### config.mk
export PLATFORM = sky130hd
export DESIGN_NAME = control_fsm
export DESIGN_NICKNAME = d
export VERILOG_FILES = /design/src/rtl/ctrl_pkg.sv /design/src/rtl/control_fsm_if.sv /design/src/rtl/ctrl_out_decode.sv /design/src/rtl/control_fsm.sv
export SDC_FILE = /design/constraint.sdc
export NUM_CORES = 1
export LEC_CHECK = 0
export BUFFER_PORTS_ARGS = -buffer_cell sky130_fd_sc_hd__buf_2
export CORE_AREA = 2 2 39 41
export DETAILED_ROUTE_END_ITERATION = 8
export DIE_AREA = 0 0 41 43
export PLACE_DENSITY = 0.63
export SYNTH_ARGS = -nofsm -noshare
export SYNTH_HDL_FRONTEND = slang
export SYNTH_SLANG_ARGS = --single-unit
### constraint.sdc
create_clock -name clk -period 1.1 [get_ports clk]
set_input_delay 0.055 -clock clk [delete_from_list [all_inputs] [get_ports clk]]
set_output_delay 0.055 -clock clk [all_outputs]
set_load 0.01 [all_outputs]
### src/rtl/ctrl_pkg.sv
// Shared encodings for the control FSM and the DataPath benches:
// state codes, opcode field values and A-register source select codes.
package ctrl_pkg;

  typedef enum logic [3:0] {
    S_START  = 4'b0000,
    S_FETCH  = 4'b0001,
    S_DECODE = 4'b0010,
    S_LOAD   = 4'b1000,
    S_STORE  = 4'b1001,
    S_ADD    = 4'b1010,
    S_SUB    = 4'b1011,
    S_INPUT  = 4'b1100,
    S_JZ     = 4'b1101,
    S_JPOS   = 4'b1110,
    S_HALT   = 4'b1111
  } state_t;

  typedef enum logic [2:0] {
    OP_LOAD  = 3'b000,
    OP_STORE = 3'b001,
    OP_ADD   = 3'b010,
    OP_SUB   = 3'b011,
    OP_INPUT = 3'b100,
    OP_JZ    = 3'b101,
    OP_JPOS  = 3'b110,
    OP_HALT  = 3'b111
  } opcode_t;

  localparam logic [1:0] ASEL_ALU = 2'b00;
  localparam logic [1:0] ASEL_IN  = 2'b01;
  localparam logic [1:0] ASEL_RAM = 2'b10;

  // Execute states are laid out so that the code is the opcode with bit 3 set.
  function automatic state_t exec_state(input opcode_t op);
    return state_t'({1'b1, op});
  endfunction

endpackage

### src/rtl/control_fsm_if.sv
// Bundle between the state register and the output decoder: current state and
// the datapath/operator qualifiers in, the full set of control strobes out.
interface control_fsm_if;
  import ctrl_pkg::*;

  state_t     state;
  logic       Enter;
  logic       Aeq0;
  logic       Apos;
  logic       IRload;
  logic       JMPmux;
  logic       PCload;
  logic       Meminst;
  logic       MemWr;
  logic [1:0] Asel;
  logic       Aload;
  logic       Sub;
  logic       halted;

  modport master (
    input  state, Enter, Aeq0, Apos,
    output IRload, JMPmux, PCload, Meminst, MemWr, Asel, Aload, Sub, halted
  );

  modport slave (
    output state, Enter, Aeq0, Apos,
    input  IRload, JMPmux, PCload, Meminst, MemWr, Asel, Aload, Sub, halted
  );

endinterface

### src/rtl/ctrl_out_decode.sv
// Combinational control-strobe decode from the current state; Enter, Aeq0 and
// Apos only qualify outputs in INPUT, JZ and JPOS respectively.
module ctrl_out_decode
  import ctrl_pkg::*;
(
  control_fsm_if.master bus
);

  always_comb begin
    bus.IRload  = 1'b0;
    bus.JMPmux  = 1'b0;
    bus.PCload  = 1'b0;
    bus.Meminst = 1'b0;
    bus.MemWr   = 1'b0;
    bus.Asel    = ASEL_ALU;
    bus.Aload   = 1'b0;
    bus.Sub     = 1'b0;
    bus.halted  = 1'b0;
    case (bus.state)
      S_FETCH: begin
        bus.IRload = 1'b1;
        bus.PCload = 1'b1;
      end
      S_DECODE: bus.Meminst = 1'b1;
      S_LOAD: begin
        bus.Asel  = ASEL_RAM;
        bus.Aload = 1'b1;
      end
      S_STORE: begin
        bus.Meminst = 1'b1;
        bus.MemWr   = 1'b1;
      end
      S_ADD: bus.Aload = 1'b1;
      S_SUB: begin
        bus.Aload = 1'b1;
        bus.Sub   = 1'b1;
      end
      S_INPUT: begin
        bus.Asel  = ASEL_IN;
        bus.Aload = bus.Enter;
      end
      S_JZ: begin
        bus.JMPmux = 1'b1;
        bus.PCload = bus.Aeq0;
      end
      S_JPOS: begin
        bus.JMPmux = 1'b1;
        bus.PCload = bus.Apos;
      end
      S_HALT: bus.halted = 1'b1;
      default: ;
    endcase
  end

endmodule

### src/rtl/control_fsm.sv
// Instruction-sequencing FSM: START -> FETCH -> DECODE -> one execute state,
// with INPUT waiting on Enter and HALT parked until clear.
module control_fsm
  import ctrl_pkg::*;
(
  input  logic       clk,
  input  logic       clear,
  input  logic [2:0] IR75,
  input  logic       Aeq0,
  input  logic       Apos,
  input  logic       Enter,
  output logic       IRload,
  output logic       JMPmux,
  output logic       PCload,
  output logic       Meminst,
  output logic       MemWr,
  output logic [1:0] Asel,
  output logic       Aload,
  output logic       Sub,
  output logic [3:0] state,
  output logic       halted
);

  state_t state_q;
  state_t state_d;

  always_ff @(posedge clk) begin
    if (clear) state_q <= S_START;
    else       state_q <= state_d;
  end

  always_comb begin
    state_d = state_q;
    case (state_q)
      S_START:  state_d = S_FETCH;
      S_FETCH:  state_d = S_DECODE;
      S_DECODE: state_d = exec_state(opcode_t'(IR75));
      S_LOAD, S_STORE, S_ADD, S_SUB, S_JZ, S_JPOS: state_d = S_START;
      S_INPUT:  if (Enter) state_d = S_START;
      S_HALT:   state_d = S_HALT;
      default:  state_d = S_START;
    endcase
  end

  control_fsm_if cif ();

  assign cif.state = state_q;
  assign cif.Enter = Enter;
  assign cif.Aeq0  = Aeq0;
  assign cif.Apos  = Apos;

  ctrl_out_decode u_dec (
    .bus (cif)
  );

  assign state   = state_q;
  assign IRload  = cif.IRload;
  assign JMPmux  = cif.JMPmux;
  assign PCload  = cif.PCload;
  assign Meminst = cif.Meminst;
  assign MemWr   = cif.MemWr;
  assign Asel    = cif.Asel;
  assign Aload   = cif.Aload;
  assign Sub     = cif.Sub;
  assign halted  = cif.halted;

endmodule

* Word-level counts from Yosys, hierarchy flattened
Cells that the tools add are included.
** Cells by class
- Eq/ne operators :: 11
- Mux-type cells :: 11
- Reductions and logical operators :: 4
** Operators with widths (number)
- 4-bit == test (second input constant) :: 8
- 4-bit case mux with 5 select lines :: 1
- 1-bit 2-to-1 mux :: 6
- 4-bit by 1-bit == test with 1-bit output (second input constant) :: 1
- 4-bit by 2-bit == test with 1-bit output (second input constant) :: 1
- 4-bit zero test :: 1
- 4-bit 2-to-1 mux :: 1
- 2-bit case mux with 2 select lines :: 1
- 2-bit OR reduction :: 2
- 1-bit case mux with 3 select lines :: 1
- 3-bit OR reduction :: 1
- 2-bit inequality test (second input constant) :: 1
- 1-bit case mux with 2 select lines :: 1
** Storage, ports and cells
- Bits in registers :: 4
- Output and inout bits :: 14
- Logic and storage cells :: 27

* Depth between registers and ports, before layout
- Word-level depth :: 3
- Gate-level depth with buffers :: 4

* Hierarchy
Synthesis repeated with hierarchy kept, for this count alone.
** Unflattened totals
- Cell total of the unflattened synthesis :: 42
- Area, all modules :: 310.3 µm²
** By module, submodules not included
- control_fsm :: instances 1, cells each 21, area an instance 178.9 µm², sequential area each 80.1 µm²
- ctrl_out_decode :: instances 1, cells each 21, area an instance 131.4 µm², sequential area each 0.0 µm²

* Worst setup path after synthesis
Ideal clock, no wire load.
- Path kind :: register -> output
- Start :: reg state_q[2], in the netlist state[2]
- End :: out PCload
- Arrival :: 0.984 ns
- Setup slack :: 0.061 ns
- Cell stages (with the launch flop) :: 5
- Buffers on the path :: 1
- Path through :: dfxtp_1 > buf_4 > and2_4 > a21oi_1 > o22ai_1
** On the way
- Word-level cells in the longest chain between the ends :: 2
** RTL lines
- start, declared :: line control_fsm.sv:24 : state_t state_q;
- start signal, assigned :: line control_fsm.sv:29 : else state_q <= state_d;
- 4-bit == test / 4-bit by 1-bit == test with 1-bit output (equally long branches) :: line ctrl_out_decode.sv:19 : case (bus.state)
- 1-bit case mux with 3 select lines (*) :: line ctrl_out_decode.sv:19
- end, declared :: line control_fsm.sv:14 : output logic PCload,
Mark *: on every way between the ends. The rest lies on a longest branch, timed or not.

* Final worst setup path
- Start :: reg state_q[0], in the netlist state[0]
- End :: out PCload
The elaborated chain is that of the path after synthesis.

==> metrics.txt <==
outcome finished with violations; failing checks setup timing; setup tns final -0.5564 ns; Syn Inst Count 46; worst vdd ir around 0.00045 V; H-tree Lvls 1; CP bufs+invs 2; Setup Skew 0.005518 ns; Sw Pwr between 200 and 250 µW; Synth Area in XOR/XNOR 0; Logic pwr share 0.416; core box area 1384 µm²; minimum clock period 1.197 ns; Worst-path clk slew 0.04 ns; critical path's slowest cell dfxtp_4; area added between synthesis and finish 78.80%; via count between 400 and 500; placed cell count 85; Post-Route WL 1068 µm; Synth Cell Area 354.1 µm²; Post-Synth Simple-Gate Area 0.4170; Cell Pwr Density roughly 970 nW/µm²; nets@finish 89; Port Buf Inserts 21; Net Sw Frac 0.3326; distinct cell type count after synthesis 27; crit-path cells buf_6 > nor2b_4 > nand2_2 > o22ai_2 > buf_2; largest net degree at the start of global routing 9; Final Max Slew Viols 0; syn_area_per_cell 7.698 µm²; Fmax achieved 835.1 MHz; Final Cycle Share 1.089; DRT antenna net count 0; ant diodes 0; # setup viols final 9; Detailed Place HPWL ~750 µm; Final Util 0.4575; routability congestion estimate roughly 0.82; Initial DRC Count 8; Final Non-Filler Cells 95; mux cell area share after synthesis 0.02827; vias in the first global route 408; Die X 41 µm; Root Buffer Master clkbuf_4; die area 1763 µm²; maxcap violations 0; sequential share of power 0.286; Hold Violations, Final 0; Longest Clk Path Bufs 2; Fillers 146; Cell Int Power 411.1 µW; Worst Hold Class input pin to flop; CTS Buf Count 3; Hold Startpoint clear; share of layout cells above drive strength 1 0.6962; Slew HR 0.8984; flops & latches, synth 4; CP max FO 4; main combinational cell family by area after synthesis simple AND/OR/NAND/NOR gates; Rows 14; Vias/cell approximately 4.8; CP top delay family flip-flops; Place WS 0.02817 ns; initial core utilization 0.2559; Largest register FFs 4; type of the worst setup path flop to primary output; static leakage 0.3296 nW; DRT Pass-1 Iters 4; Critical R2R Launch state[0]$_SDFFE_PP0P_; syn_nets 54; clock network fraction of total power 0.298; clk sinks 4; Seq/Total Area, Yosys 0.2261; gr ovfl total 0; unrepaired setup endpoints after global routing true; Compound-Gate Fraction of Synth Area 0.1908; Worst-Margin Slew between 0.15 and 0.2 ns; Setup crit start state[0]$_SDFFE_PP0P_; Setup WS post-layout -0.09749 ns; Clk Latency, worst-skew pair about 0.24 ns; Critical Path RT approximately 1.0 ns; CTS tree done; Adder-Cell Fraction of Synth Area 0; Worst Path Arrival between 1 and 1.5 ns; # IOs 22; CP Launch Type flop; initial antenna violation count 0; GRT Overall Usage 0.1355; critical path capture point type primary output; DRC violations left 0; first-pass GRT wire length 1635 µm; Slowest Stage Delay on Critical Path 0.35 ns; WL/cell 11.24 µm; yosys warns 0; DIE HEIGHT approximately 43 µm
synth_stat cells:
| cell | n | area [µm²] |
|---|---|---|
| a21oi_1 | 3 | 15.01 |
| or2_1 | 1 | 6.260 |
| o22ai_1 | 2 | 12.51 |
| nand3b_1 | 1 | 7.510 |
| a32oi_1 | 1 | 8.760 |
| inv_2 | 1 | 3.750 |
| inv_1 | 2 | 7.510 |
| nor2_4 | 1 | 11.26 |
| and2b_1 | 1 | 7.510 |
| nor3_1 | 4 | 20.02 |
| a21boi_1 | 1 | 7.510 |
| buf_6 | 2 | 22.52 |
| nor2b_4 | 1 | 13.76 |
| nand3_1 | 1 | 5.000 |
| mux2i_1 | 1 | 10.01 |
| o21ai_0 | 1 | 5.000 |
| buf_4 | 2 | 15.01 |
| nand2_1 | 5 | 18.77 |
| dfxtp_1 | 4 | 80.08 |
| a31oi_1 | 1 | 6.260 |
| and3_1 | 1 | 6.260 |
| and2_4 | 1 | 8.760 |
| o21a_1 | 1 | 7.510 |
| nand2b_1 | 1 | 6.260 |
| o21ai_1 | 1 | 5.000 |
| nor2_1 | 4 | 15.01 |
| nand4_4 | 1 | 21.27 |
kinds of logic after synthesis:
logic type / Yosys count
mux: 1
flops: 4
compound gates: 11
simple gates: 23
buf+inv: 7
through the flow:
stage	total power, mW	instance area [µm²]	hold slack [ns]
after floorplan	0.3078	354.1	0.1241
after global placement	0.3760	486.7	0.2742
after detailed placement	0.3755	486.7	0.2812
after CTS	0.5962	578.1	0.02293
after global routing	0.6590	633.1	0.03715
final	0.6159	633.1	0.02347
cell usage in the layout, fill, tap and decap left out, drive strengths merged, types with 2 or more instances in the layout:
cell type	synthesis	final
a21oi	3	3
buf	4	34
clkbuf	0	3
dfxtp	4	4
inv	3	3
nand2	5	5
nor2	5	5
nor3	4	4
o21ai	2	2
o22ai	2	2
power groups by stage:
stage                     combinational, mW  clock (mW)  sequential, mW
after floorplan                       0.134           0           0.173
after global placement                0.197           0           0.179
after detailed placement              0.195           0           0.180
after CTS                             0.231       0.187           0.178
after global routing                  0.278       0.202           0.179
final                                 0.256       0.183           0.176
area by class of cell:
cell class              count  area (µm²)  share of cell area
multi-input cells          35       270.3              0.4269
clock buffers               3       22.52             0.03557
inverters                   3       11.26             0.01779
well taps                  16       20.02             0.03162
repair buffers             34       214.0              0.3379
flip-flops and latches      4       95.09              0.1502
layer usage:
| layer | vias to the layer above | track usage | part of all wire |
|---|---|---|---|
| li1 | 226 | - | - |
| met1 | 211 | 0.1640 | 0.40 |
| met2 | 14 | 0.2063 | 0.53 |
| met3 | 2 | 0.03141 | 0.056 |
| met4 | 0 | 0.08000 | 0.012 |
| met5 | - | 0 | 0 |
final timing paths:
path         cells past startpoint                    end  slack (ns)
max                              5                 PCload        -0.1
max reg2reg                      5  state[3]$_SDFFE_PP0P_        0.07
min reg2reg                      3  state[1]$_SDFFE_PP0P_        0.58
min                              2  state[0]$_SDFFE_PP0P_        0.02
repair_timing:
item,CTS,global route
hold buffers,0,0
resized for setup,13,8
endpoints found under the setup margin,10,10
buffers inserted,4,3
pin swaps,4,5
Power figures use the tool's default switching activity.
